$ cat src/rtl/seg_pkg.sv
// Shared types and constants for the seven-segment scan driver.
package seg_pkg;

  typedef enum logic {
    BLANK = 1'b0,
    SHOW  = 1'b1
  } scan_state_t;

  localparam int          SEG_DIGITS    = 8;
  localparam logic [7:0]  SEG_ALL_OFF_N = 8'hFF;

endpackage

$ cat src/rtl/seg_scan_driver.sv
// Eight-digit multiplexed seven-segment scanner with double-buffered patterns.
// Registered outputs; each digit gets BLANK_CYC dark cycles then CLK_DIV lit cycles.
module seg_scan_driver
  import seg_pkg::*;
#(
  parameter int CLK_DIV   = 50000,
  parameter int BLANK_CYC = 500
) (
  input  logic        clk,
  input  logic        rst,
  input  logic [31:0] seg_a,
  input  logic [31:0] seg_b,
  input  logic        load,
  input  logic        clear,
  output logic [7:0]  seg_n,
  output logic [7:0]  digit_sel_n,
  output logic        frame_tick
);

  localparam int MAX_CYC = (CLK_DIV > BLANK_CYC) ? CLK_DIV : BLANK_CYC;
  localparam int CNT_W   = (MAX_CYC > 1) ? $clog2(MAX_CYC) : 1;
  localparam int IDX_W   = $clog2(SEG_DIGITS);
  localparam int BUF_W   = SEG_DIGITS * 8;

  localparam logic [CNT_W-1:0] BLANK_LAST = CNT_W'(BLANK_CYC - 1);
  localparam logic [CNT_W-1:0] SHOW_LAST  = CNT_W'(CLK_DIV - 1);
  localparam logic [IDX_W-1:0] IDX_LAST   = IDX_W'(SEG_DIGITS - 1);

  scan_state_t      state_q, state_d;
  logic [IDX_W-1:0] idx_q, idx_d;
  logic [CNT_W-1:0] cnt_q, cnt_d;
  logic [BUF_W-1:0] pending_q, pending_d;
  logic [BUF_W-1:0] active_q, active_d;
  logic [7:0]       seg_n_q, seg_n_d;
  logic [7:0]       digit_sel_n_q, digit_sel_n_d;
  logic             frame_tick_q, frame_tick_d;
  logic             boundary;

  always_comb begin
    state_d  = state_q;
    idx_d    = idx_q;
    cnt_d    = cnt_q + 1'b1;
    boundary = 1'b0;

    case (state_q)
      BLANK: begin
        if (cnt_q == BLANK_LAST) begin
          state_d = SHOW;
          cnt_d   = '0;
        end
      end
      SHOW: begin
        if (cnt_q == SHOW_LAST) begin
          state_d  = BLANK;
          cnt_d    = '0;
          idx_d    = idx_q + 1'b1;
          boundary = (idx_q == IDX_LAST);
        end
      end
      default: begin
        state_d = BLANK;
        cnt_d   = '0;
      end
    endcase

    // frame_tick_q marks the boundary update cycle: a load there bypasses to active.
    pending_d = pending_q;
    active_d  = active_q;
    if (boundary) begin
      active_d = pending_q;
    end
    if (load) begin
      pending_d = {seg_b, seg_a};
      if (frame_tick_q) begin
        active_d = {seg_b, seg_a};
      end
    end
    if (clear) begin
      pending_d = '0;
      active_d  = '0;
    end

    // Outputs are computed from next state so they move on the same edge as the FSM.
    seg_n_d       = SEG_ALL_OFF_N;
    digit_sel_n_d = SEG_ALL_OFF_N;
    frame_tick_d  = boundary;
    if (state_d == SHOW) begin
      digit_sel_n_d = ~(8'h01 << idx_d);
      seg_n_d       = ~active_d[{idx_d, 3'b000} +: 8];
    end
  end

  always_ff @(posedge clk) begin
    if (rst) begin
      state_q       <= BLANK;
      idx_q         <= '0;
      cnt_q         <= '0;
      pending_q     <= '0;
      active_q      <= '0;
      seg_n_q       <= SEG_ALL_OFF_N;
      digit_sel_n_q <= SEG_ALL_OFF_N;
      frame_tick_q  <= 1'b0;
    end else begin
      state_q       <= state_d;
      idx_q         <= idx_d;
      cnt_q         <= cnt_d;
      pending_q     <= pending_d;
      active_q      <= active_d;
      seg_n_q       <= seg_n_d;
      digit_sel_n_q <= digit_sel_n_d;
      frame_tick_q  <= frame_tick_d;
    end
  end

  assign seg_n       = seg_n_q;
  assign digit_sel_n = digit_sel_n_q;
  assign frame_tick  = frame_tick_q;

endmodule

$ cat config.mk
export PLATFORM = sky130hd
export DESIGN_NAME = seg_scan_driver
export DESIGN_NICKNAME = d
export VERILOG_FILES = /design/src/rtl/seg_pkg.sv /design/src/rtl/seg_scan_driver.sv
export SDC_FILE = /design/constraint.sdc
export NUM_CORES = 1
export LEC_CHECK = 0
export CORE_UTILIZATION = 60
export CTS_CLUSTER_SIZE = 25
export DETAILED_ROUTE_END_ITERATION = 6
export PLACE_DENSITY = 0.85
export SYNTH_ARGS = -nofsm -noshare
export SYNTH_HDL_FRONTEND = slang
export SYNTH_SLANG_ARGS = --single-unit
export TNS_END_PERCENT = 20
$ cat constraint.sdc
create_clock -name clk -period 4.4 [get_ports clk]
set_input_delay 0.88 -clock clk [delete_from_list [all_inputs] [get_ports clk]]
set_output_delay 0.88 -clock clk [all_outputs]
set_load 0.005 [all_outputs]
# == Yosys cells after proc, flatten, opt, wreduce, memory -nomap -nowiden ==
# Index checks and enable logic that the tools add are counted.
# Widths: inputs -> output; s select.
# word_totals
elab_cells,35
ff_bits,165
in_bits,68
output_inout_bits,17
# classes
add_sub_neg,2
n_bitwise,4
reduce_logical,2
n_eq_ne,3
n_shift,2
n_mux,14
# op_table
operator,count
$mux 64,4
$shiftx 64x7->8,1
$mux 16,2
$pmux 16 s2,1
$add 16x1->16 const B,1
$eq 16x16->1 const B,1
$eq 16x9->1 const B,1
$not 8->8,2
$shl 1x3->8 const A,1
$mux 3,2
$mux 1,4
$reduce_or 2->1,2
$add 3x1->3 const B,1
$eq 3x3->1 const B,1
$not 1->1,2
$pmux 1 s2,1

# == Logic depth before layout (Yosys ltp) ==
# depth
depth_word,9
mapped_depth,10
ltp_nobuf,8

# == Worst setup path before layout ==
# No wires, ideal clock.
# synth_path
path_kind,reg-to-reg
start,register cnt_q[10]
end,"register seg_n_q[0], in the netlist seg_n[0]"
t_required_ps,4249
period_less_slack_ps,2946
stages_incl_launch_ff,8
t_arrival_ps,2795
slack_ps,1454
n_path_buf,0
setup_time_ps,151
cell_sequence,dfxtp_1 -> or4_4 -> nor4_4 -> mux2i_1 -> or3b_2 -> or3_1 -> o21ba_2 -> a211oi_1
# synth_via
elab_chain_len,9
elab_cells_between_ends,17
classes_between,eq/ne: 2; shift: 1; mux: 11; bitwise: 2; reduce/logical: 1
# synth_lines
item,line_no,rtl
from (decl),seg_scan_driver.sv:31,"logic [CNT_W-1:0] cnt_q, cnt_d;"
from (signal assigned),seg_scan_driver.sv:106,cnt_q <= cnt_d;
$eq 16x16->1,seg_scan_driver.sv:53,if (cnt_q == SHOW_LAST) begin
$mux 1,seg_scan_driver.sv:53,
$mux 1,seg_scan_driver.sv:45,case (state_q)
$mux 64,seg_scan_driver.sv:69,if (boundary) begin
$mux 64,seg_scan_driver.sv:74,if (frame_tick_q) begin
$mux 64,seg_scan_driver.sv:72,if (load) begin
$mux 64,seg_scan_driver.sv:78,if (clear) begin
$shiftx 64x7->8,seg_scan_driver.sv:89,"seg_n_d = ~active_d[{idx_d, 3'b000} +: 8];"
$not 8->8,seg_scan_driver.sv:89,
to (signal assigned),seg_scan_driver.sv:109,seg_n_q <= seg_n_d;
to (decl),seg_scan_driver.sv:34,"logic [7:0] seg_n_q, seg_n_d;"
# Parallel ways exist; a longest one is shown, timed or not.
# A chain may end at the register's enable or synchronous reset.

# == Worst setup path in the final report ==
# layout_path
start,register cnt_q[10]
end,"register seg_n_q[5], in the netlist seg_n[5]"
# Same word-level chain as after synthesis.

==> metrics.csv <==
metric,value,unit
status,finished with violations,
violations,design-rule violations,
slowest_stage,and2_1,
synth_xor_area_share,1.94,%
hold_viol,0,
grt_max_degree,110,
dp_cells,984,
ys_async_sr_fraction,0,%
crit_chain,or4_4 -> or4_1 -> buf_4 -> nand2_1 -> and2_1 -> mux2i_1 -> o22ai_1 -> a211oi_1,
synth_edf_count,0,
fmax,0.294,GHz
globalRoute.totalOverflow,0,
grt_usage,29.2,%
clockBufferDepth,2,
crit_buf_inv,1,
ys_ff_latch,165,
clkTransAtPathRegs,0.06,ns
ir_drop,0.422,mV
avgSynthCellArea,8.96,sq um
portBuffers,84,
cts_buffers,17,
critical_path.max_stage_delay,0.80,ns
drive_gt1_share,7.79,%
die_w,112,um
final_nets,931,
cts_hold_buf,0,
reg2regPathDepth,8,
synth_cell_types,42,
ys_warn_count,0,
grt_pass1_wl,28800,um
finalSetupViolCount,0,
postCtsSetupBuffers,0,
antenna_found_initial,0,
num_vias,6059,
yosys.area_share.adder,0.520,%
syn_nets,876,
row_count,39,
drc_errors,8,
ios,85,
dr.pass1.iters,7,
criticalPathCategory,flip-flop to flip-flop,
max_cap_violations,0,
htree_levels,4,
synth_top_family_by_area,simple AND/OR/NAND/NOR gates,
period_needed,3.40,ns
synthSimpleGateAreaFrac,18.5,%
clk-insertion-delay-late,0.43,ns
synthMuxAreaShare,16.2,%
final.period_utilization,77.2,%
ant_nets,0,
yosys_most_used_dff,dfxtp_1,
required,4.74,ns
n_antenna_cell,0,
clock_sinks,165,
cp_data_arrival_time,3.74,ns
core_area,11600,sq um
dr.first_iter.drc_count,550,
ys_seq_area_share,45.8,%
slew_viol_final,0,
finalNonFillerCells,1016,
cts-root-buf,clkbuf_16,
synthCells,805,
cp_max_fo,38,
clock_skew,0.0113,ns
hpwl,11300,um
rsz0062_at_grt,false,
slew_headroom,23.2,%
synthesis.area,7210,sq um
die-area,12500,sq um
vias_per_cell,5.96,
gp_congestion,0.868,
crit_family,simple AND/OR/NAND/NOR gates,
cts_resized,0,
holdPathStages,1,
hold_path_class,flip-flop to flip-flop,
syn_to_final_growth,20.5,%
grt_pass1_vias,5952,
cts_tree,built,
tightest_slew,1.15,ns
worstSetupPathDepth,8,
start_util,62.4,%
wire_per_inst,17.2,um
critPathLaunchType,flip-flop,
p_leak,3.62,nW
synth_compound_area_share,13.6,%
power_density,367,nW/um^2
routed_wl,17500,um
dieHeight,112,um
end_kind,flip-flop,
tns,0,ns
## cells in the mapped netlist, types with 2 or more instances
cell / instances / area [sq um]
buf_2: 6 / 30.0
buf_1: 7 / 26.3
mux2i_1: 109 / 1090
and2_1: 44 / 275
or3_1: 3 / 18.8
inv_1: 2 / 7.51
and3_1: 2 / 12.5
o22ai_1: 11 / 68.8
a31oi_1: 28 / 175
nor4_1: 2 / 12.5
o21ai_0: 52 / 260
a21oi_1: 22 / 110
and4_1: 3 / 26.3
xnor2_1: 5 / 43.8
o21ba_2: 7 / 70.1
ha_1: 3 / 37.5
mux2_2: 7 / 78.8
dfxtp_1: 165 / 3300
nor2_1: 155 / 582
a211oi_1: 35 / 263
nand2_1: 22 / 82.6
nand3_1: 38 / 190
clkbuf_1: 44 / 165
buf_4: 3 / 22.5
nand4_1: 3 / 18.8
xor2_1: 11 / 96.3
## metrics by stage
stage | setup WS, ns | total power [mW] | utilization (%) | hold slack, ns | area [sq um]
global route | 0.884 | 3.28 | 75.2 | 0.502 | 8690
detailed placement | 1.04 | 1.73 | 70.0 | 0.461 | 8100
finish | 1.00 | 3.19 | 75.2 | 0.476 | 8690
CTS | 1.01 | 3.21 | 75.2 | 0.479 | 8690
global placement | 1.07 | 1.72 | 70.0 | 0.439 | 8100
floorplan | 1.45 | 1.63 | - | 0.426 | 7210
## cells in the final DEF (no fill, tap or decap), types with 4 or more instances in the layout
master,instances
dfxtp_1,165
nor2_1,154
mux2i_1,109
clkdlybuf4s50_1,83
o21ai_0,52
and2_1,44
nand3_1,38
a211oi_1,35
a31oi_1,28
a21oi_1,22
nand2_1,21
clkbuf_16,17
buf_4,13
o22ai_1,11
xor2_1,11
mux2_2,7
o21ba_2,7
clkinv_2,6
xnor2_1,4
## registers in the layout (all words and copies together) (netlist names)
name and cells:
active_q 64, cnt_q 16, digit_sel_n 8, frame_tick 1, idx_q 3, pending_q 64, seg_n 8, state_q 1
## where the power goes
group          switching (mW)  internal (mW)  leakage (nW)
clock network           0.597          0.901         0.291
logic                  0.0782         0.0907          1.99
registers              0.0126           1.52          1.34
## path summary, 6_finish.rpt
path	from	end	slack (ns)
worst max-delay path	cnt_q[10]$_SDFF_PP0_	seg_n[5]$_SDFF_PP1_	1.00
worst min-delay path	cnt_q[0]$_SDFF_PP0_	cnt_q[0]$_SDFF_PP0_	0.48
worst max register to register	cnt_q[10]$_SDFF_PP0_	seg_n[5]$_SDFF_PP1_	1.00
worst min register to register	cnt_q[0]$_SDFF_PP0_	cnt_q[0]$_SDFF_PP0_	0.48
## cells by family after synthesis
group,Yosys count
DFF,165
AOI/OAI and AO/OA,159
adders and majority gates,3
muxes,116
buffers and inverters,62
xor gates and xnor gates,16
and+or+nand+nor,284
## metal layers
metal  up-vias  global-route usage, %  wire [um]
li1       2928                      -          -
met5         -                      0          0
met1      2853                   35.3       7330
met3        48                   6.70       1140
met2       230                   49.2       8450
met4         0                   14.1        582
## cell type report
class,count,area [sq um]
clock buffers,18,439
clock inverters,14,160
fillers,825,2870
inverters,2,7.51
multi-input cells,578,3680
flip-flops and latches,165,3300
well taps,143,179
repair buffers,96,928
No activity file was read; power rests on OpenSTA's default activity.
